[src/rtl/md_vel_pkg.sv]
// Shared types and constants for the per-cell velocity update sequencer.
// Latency: n/a (declarations only).
// Backpressure: n/a.
package md_vel_pkg;

    // One 32-bit lane per velocity component.
    localparam int VEL_LANE_W = 32;

    // LSB positions of each lane in a {vz, vy, vx} word.
    // Use as word[VX +: VEL_LANE_W].
    localparam int VX = 0;
    localparam int VY = VEL_LANE_W;
    localparam int VZ = 2 * VEL_LANE_W;

    typedef enum logic [2:0] {
        IDLE,
        RD_CNT,
        WAIT_CNT,
        RD_VEL,
        WAIT_VEL,
        PRESENT,
        WAIT_UPD,
        WR
    } vel_upd_state_t;

endpackage

[src/rtl/velocity_cell_updater_latency_counter.sv]
// Down-counter that marks the last cycle of a fixed RAM read latency.
// Latency: expire is high LATENCY cycles after the load cycle, for one cycle.
// Backpressure: none; load restarts the count, en advances it.
// Ports: clk/rst, load (preset to LATENCY), en (decrement), expire (count is 1).
module latency_counter #(
    parameter int LATENCY = 2
) (
    input  logic clk,
    input  logic rst,
    input  logic load,
    input  logic en,
    output logic expire
);

    localparam int CW = 3;

    logic [CW-1:0] cnt_q;
    logic [CW-1:0] cnt_d;

    always_comb begin
        cnt_d = cnt_q;
        if (load) begin
            cnt_d = CW'(LATENCY);
        end else if (en && (cnt_q != '0)) begin
            cnt_d = cnt_q - CW'(1);
        end
    end

    // The wait state sees cnt_q == LATENCY on its first cycle, so reaching 1
    // marks exactly the cycle in which the RAM data is valid.
    assign expire = (cnt_q == CW'(1));

    always_ff @(posedge clk or posedge rst) begin
        if (rst) begin
            cnt_q <= '0;
        end else begin
            cnt_q <= cnt_d;
        end
    end

endmodule

[src/rtl/velocity_cell_updater.sv]
// Per-cell sequencer: reads the count word, then read/present/update/write per particle.
// Latency: RAM_LATENCY+4 cycles per particle with zero-wait handshakes; done one cycle after the last write.
// Backpressure: holds vel_out while vel_out_ready is low; waits indefinitely for vel_in_valid.
// Ports: start/busy/done control; ram_* master port of the cell velocity RAM;
//        vel_out_* old velocity to the update unit; vel_in_* updated velocity back.
module velocity_cell_updater #(
    parameter int DATA_WIDTH   = 96,
    parameter int PARTICLE_NUM = 220,
    parameter int ADDR_WIDTH   = 8,
    parameter int RAM_LATENCY  = 2
) (
    input  logic                  clk,
    input  logic                  rst,
    input  logic                  start,
    output logic                  busy,
    output logic                  done,
    output logic [ADDR_WIDTH-1:0] ram_address,
    output logic [DATA_WIDTH-1:0] ram_data,
    output logic                  ram_rden,
    output logic                  ram_wren,
    input  logic [DATA_WIDTH-1:0] ram_q,
    output logic                  vel_out_valid,
    input  logic                  vel_out_ready,
    output logic [DATA_WIDTH-1:0] vel_out,
    output logic [ADDR_WIDTH-1:0] vel_out_id,
    input  logic                  vel_in_valid,
    input  logic [DATA_WIDTH-1:0] vel_in
);

    import md_vel_pkg::*;

    localparam logic [ADDR_WIDTH-1:0] CNT_MAX = ADDR_WIDTH'(PARTICLE_NUM - 1);

    vel_upd_state_t        state_q, state_d;
    logic [ADDR_WIDTH-1:0] idx_q, idx_d;
    logic [ADDR_WIDTH-1:0] count_q, count_d;
    logic [ADDR_WIDTH-1:0] addr_q, addr_d;
    logic [DATA_WIDTH-1:0] data_q, data_d;
    logic                  rden_q, rden_d;
    logic                  wren_q, wren_d;
    logic                  busy_q, busy_d;
    logic                  done_q, done_d;
    logic                  vld_q, vld_d;
    logic [DATA_WIDTH-1:0] vout_q, vout_d;
    logic [ADDR_WIDTH-1:0] vid_q, vid_d;

    logic                  lat_load;
    logic                  lat_en;
    logic                  lat_expire;
    logic [ADDR_WIDTH-1:0] cnt_sat;

    latency_counter #(
        .LATENCY (RAM_LATENCY)
    ) u_lat (
        .clk    (clk),
        .rst    (rst),
        .load   (lat_load),
        .en     (lat_en),
        .expire (lat_expire)
    );

    // Count word saturates so idx can never run past the RAM depth.
    assign cnt_sat = (ram_q[ADDR_WIDTH-1:0] > CNT_MAX) ? CNT_MAX : ram_q[ADDR_WIDTH-1:0];

    always_comb begin
        state_d  = state_q;
        idx_d    = idx_q;
        count_d  = count_q;
        addr_d   = addr_q;
        data_d   = data_q;
        rden_d   = 1'b0;
        wren_d   = 1'b0;
        busy_d   = busy_q;
        done_d   = 1'b0;
        vld_d    = vld_q;
        vout_d   = vout_q;
        vid_d    = vid_q;
        lat_load = 1'b0;
        lat_en   = 1'b0;

        case (state_q)
            IDLE: begin
                // The done cycle is spent in IDLE with busy still high; start
                // is only taken once done has dropped.
                busy_d = 1'b0;
                if (start && !done_q) begin
                    state_d = RD_CNT;
                    busy_d  = 1'b1;
                    rden_d  = 1'b1;
                    addr_d  = '0;
                end
            end
            RD_CNT: begin
                state_d  = WAIT_CNT;
                lat_load = 1'b1;
            end
            WAIT_CNT: begin
                lat_en = 1'b1;
                if (lat_expire) begin
                    count_d = cnt_sat;
                    if (cnt_sat == '0) begin
                        done_d  = 1'b1;
                        state_d = IDLE;
                    end else begin
                        idx_d   = ADDR_WIDTH'(1);
                        addr_d  = ADDR_WIDTH'(1);
                        rden_d  = 1'b1;
                        state_d = RD_VEL;
                    end
                end
            end
            RD_VEL: begin
                state_d  = WAIT_VEL;
                lat_load = 1'b1;
            end
            WAIT_VEL: begin
                lat_en = 1'b1;
                if (lat_expire) begin
                    vout_d  = ram_q;
                    vid_d   = idx_q;
                    vld_d   = 1'b1;
                    state_d = PRESENT;
                end
            end
            PRESENT: begin
                if (vel_out_ready) begin
                    vld_d   = 1'b0;
                    state_d = WAIT_UPD;
                end
            end
            WAIT_UPD: begin
                if (vel_in_valid) begin
                    data_d  = vel_in;
                    addr_d  = idx_q;
                    wren_d  = 1'b1;
                    state_d = WR;
                end
            end
            WR: begin
                if (idx_q == count_q) begin
                    done_d  = 1'b1;
                    state_d = IDLE;
                end else begin
                    idx_d   = idx_q + ADDR_WIDTH'(1);
                    addr_d  = idx_q + ADDR_WIDTH'(1);
                    rden_d  = 1'b1;
                    state_d = RD_VEL;
                end
            end
            default: begin
                state_d = IDLE;
                busy_d  = 1'b0;
                vld_d   = 1'b0;
            end
        endcase
    end

    always_ff @(posedge clk or posedge rst) begin
        if (rst) begin
            state_q <= IDLE;
            idx_q   <= '0;
            count_q <= '0;
            addr_q  <= '0;
            data_q  <= '0;
            rden_q  <= 1'b0;
            wren_q  <= 1'b0;
            busy_q  <= 1'b0;
            done_q  <= 1'b0;
            vld_q   <= 1'b0;
            vout_q  <= '0;
            vid_q   <= '0;
        end else begin
            state_q <= state_d;
            idx_q   <= idx_d;
            count_q <= count_d;
            addr_q  <= addr_d;
            data_q  <= data_d;
            rden_q  <= rden_d;
            wren_q  <= wren_d;
            busy_q  <= busy_d;
            done_q  <= done_d;
            vld_q   <= vld_d;
            vout_q  <= vout_d;
            vid_q   <= vid_d;
        end
    end

    assign busy          = busy_q;
    assign done          = done_q;
    assign ram_address   = addr_q;
    assign ram_data      = data_q;
    assign ram_rden      = rden_q;
    assign ram_wren      = wren_q;
    assign vel_out_valid = vld_q;
    assign vel_out       = vout_q;
    assign vel_out_id    = vid_q;

endmodule

[config.mk]
export PLATFORM = sky130hd
export DESIGN_NAME = velocity_cell_updater
export DESIGN_NICKNAME = d
export VERILOG_FILES = /design/src/rtl/md_vel_pkg.sv /design/src/rtl/velocity_cell_updater_latency_counter.sv /design/src/rtl/velocity_cell_updater.sv
export SDC_FILE = /design/constraint.sdc
export NUM_CORES = 1
export LEC_CHECK = 0
export ABC_AREA = 1
export BUFFER_PORTS_ARGS = -buffer_cell sky130_fd_sc_hd__buf_4
export CAP_MARGIN = 20
export CORE_AREA = 2 2 162 164
export CTS_CLUSTER_DIAMETER = 150
export DETAILED_ROUTE_END_ITERATION = 10
export DIE_AREA = 0 0 164 166
export GPL_ROUTABILITY_DRIVEN = 0
export GPL_TIMING_DRIVEN = 0
export HOLD_SLACK_MARGIN = 0.05
export PLACE_DENSITY = 0.65
export SKIP_CTS_REPAIR_TIMING = 1
export SYNTH_ARGS = -nofsm -noshare
export SYNTH_HDL_FRONTEND = slang
export SYNTH_SLANG_ARGS = --single-unit
[constraint.sdc]
create_clock -name clk -period 10.01 [get_ports clk]
set_input_delay 1.001 -clock clk [delete_from_list [all_inputs] [get_ports clk]]
set_output_delay 1.001 -clock clk [all_outputs]
set_load 0.01 [all_outputs]
==> flow_summary.json <==
{
  "rsz0062_at_grt": "false",
  "synth_edf_count": 0,
  "syn_nets": 1114,
  "synth_top_cell_by_area": "dfrtp_1",
  "routedWlPerCell_um": 17.28,
  "cap_viol_max_count": 0,
  "syn_area_mm2": 0.009463,
  "fin_hold_ws_ps": 479.2,
  "drv_slew": 0,
  "slowest_stage": "dfrtp_1",
  "synthCells": 913,
  "cp_max_fo": 2,
  "synth.distinct_cells": 33,
  "min_period_ps": 2116,
  "tightest_slew_ps": 855.6,
  "critPathMaxStageDelay_ps": 420,
  "hold_depth": 2,
  "arrival_ps": 1110,
  "cp.required_ps": 9010,
  "timing.critical_path.buf_inv": 1,
  "yosys_warnings": 0,
  "final-seq-area_mm2": 0.005881,
  "ant_nets": 0,
  "fmax_ghz": 0.4727,
  "clkLatencyLatePin_ps": 530,
  "total_power_w": 0.004287,
  "grt-ovfl-total": 0,
  "synthArstFlopShare_pct": 100.0,
  "outcome": "finished, final reports clean",
  "ios": 410,
  "die_h_um": 166,
  "rows": 59,
  "finalClockSkew_ps": 20.43,
  "syn_to_final_growth_pct": 46.74,
  "fin_crit_sh_pct": 21.14,
  "core_mm2": 0.02562,
  "p_leak_nw": 7.378,
  "drive_gt1_share_pct": 42.44,
  "n_antenna_cell": 0,
  "clockRootBuffer": "clkbuf_16",
  "p_per_area_mw_per_mm2": 308.8,
  "grt_pass1_vias": 8087,
  "synth_top_area_share_pct": 62.14,
  "numCtsBuffers": 26,
  "slew_headroom_pct": 42.96,
  "layout.nets": 1552,
  "grt_use_total_pct": 21.16,
  "fill_cells": 2305,
  "via_per_inst": 4.637,
  "dp_hpwl_um": 22520,
  "grt_max_degree": 123,
  "worst_setup_path_end_kind": "output port",
  "cts_tree": "yes",
  "routed_wirelength_um": 29440,
  "drc_errors": 0,
  "setup_viol": 0,
  "peakVddDrop_mv": 0.1883,
  "die-area_mm2": 0.02722,
  "port_buffers": 409,
  "cts_buffer_depth": 3,
  "hold_path.class": "flip-flop to flip-flop",
  "path_clk_slew_ps": 60,
  "synth_flop_cell": "dfrtp_1",
  "crit_family": "flip-flops",
  "clock_sinks": 235,
  "start_kind": "flip-flop",
  "seq_area_frac_synth_pct": 62.14,
  "first_iter_violations": 435,
  "die_w_um": 164,
  "grt_pass1_wl_um": 44950,
  "initial_utilization_pct": 36.94,
  "antenna_found_initial": 0,
  "multiInputGateArea_mm2": 0.003147,
  "ys_ff_latch": 235,
  "synthTopCellsByArea": "dfrtp_1, nand2_1, mux2_2",
  "hold_viol": 0,
  "crit_chain": "buf_4",
  "syn_avg_cell_area_um2": 10.36,
  "worstRegToRegCells": 8,
  "vias": 7901,
  "cp.depth": 1,
  "dr.pass1.iters": 4,
  "htree_levels": 1,
  "critPathKind": "flip-flop to output port"
}
-- cells by family after synthesis --
family	Yosys count	share of synthesized area, %
DFF	235	62.14
muxes	88	10.47
adders and majority gates	4	0.5289
buffers and inverters	86	4.601
xor gates and xnor gates	6	0.5553
and+or+nand+nor	435	18.35
AOI/OAI and AO/OA	59	3.345
-- worst paths after layout --
check	start	to	slack [ps]
setup / recovery	ram_data[95]$_DFFE_PP0P_	ram_data[95]	7890
hold / removal	ram_data[92]$_DFFE_PP0P_	ram_data[92]$_DFFE_PP0P_	480
setup reg to reg	u_lat.cnt_q[1]$_DFFE_PP0P_	vel_out[42]$_DFFE_PP0P_	8070
hold reg to reg	ram_data[92]$_DFFE_PP0P_	ram_data[92]$_DFFE_PP0P_	480
max in group asynchronous	rst	ram_data[52]$_DFFE_PP0P_	8300
min in group asynchronous	rst	vel_out[30]$_DFFE_PP0P_	590
-- cell usage after synthesis (all sizes together) (3+ instances only) --
master and n:
nand2 375, dfrtp 235, mux2 88, inv 50, o21ai 40, nor2 33, buf 30, nand3 23
a21oi 10, clkbuf 6, xnor2 5, ha 4, nand4 3
-- flip-flops by register name, indices dropped and copies added, names as in the netlist, 3 cells and up --
register	count
state_q	3
u_lat.cnt_q	3
count_q	8
ram_data	96
vel_out	96
vel_out_id	8
ram_address	8
idx_q	8
-- cells in the final DEF (no fill, tap or decap), types with 2 or more instances in the layout --
cell type,n
o21ai_0,33
buf_2,15
o211ai_1,2
inv_1,43
nand2_2,2
clkbuf_16,26
dfrtp_1,235
clkinv_2,5
o21ai_1,7
mux2_2,81
o22ai_1,2
buf_4,414
nor2_2,2
ha_1,4
clkbuf_1,10
a21oi_1,10
mux2_1,7
nand4_1,3
nand2_4,2
buf_6,10
nor2_4,2
inv_2,6
xnor2_1,5
clkbuf_8,4
nand3_1,21
nand3_2,2
bufinv_16,4
nand2_1,371
nor2_1,28
-- worst reg2reg max path, cell delays in order (launching register included) --
cell	delay (ps)
dfrtp_1	340
inv_1	80
ha_1	190
nand2_1	200
inv_1	100
nand2_2	170
buf_6	210
buf_6	180
mux2_2	350
-- per-layer routing --
layer | track usage (%) | routed length (um) | vias up
met1 | 24.69 | 11030 | 3764
met5 | 0 | 0 | -
li1 | - | - | 3764
met4 | 5.759 | 724 | 0
met2 | 36.59 | 14470 | 336
met3 | 7.642 | 3211 | 37
-- report_power, final --
group	internal (W)	leakage, nW	switching (W)
Clock	0.000610	0.441	0.000390
Sequential	0.00137	2.87	0.000242
Combinational	0.000849	4.06	0.000826
Total	0.00283	7.38	0.00146
-- stage by stage --
stage          std cells  instance area (um2)  setup WS (ps)  util [%]  setup TNS (ps)
2_1_floorplan        913                 9463           2563         -               0
3_3_place_gp        1657                12950         -313.1     50.56          -69060
3_5_place_dp        1658                12990           7668     50.70               0
4_1_cts             1704                13890           7865     54.21               0
5_1_grt             1704                13890           7855     54.21               0
6_report            1704                13890           7894     54.21               0
-- cell type report --
class	count	share of cell area [%]
timing repair buffer	410	22.31
inverter	50	1.406
tap	335	3.019
clock buffer	34	5.190
multi-input combinational	592	22.66
sequential	235	42.35
buffer	36	1.784
clock inverter	12	1.280
No activity file was read; power rests on OpenSTA's default activity.
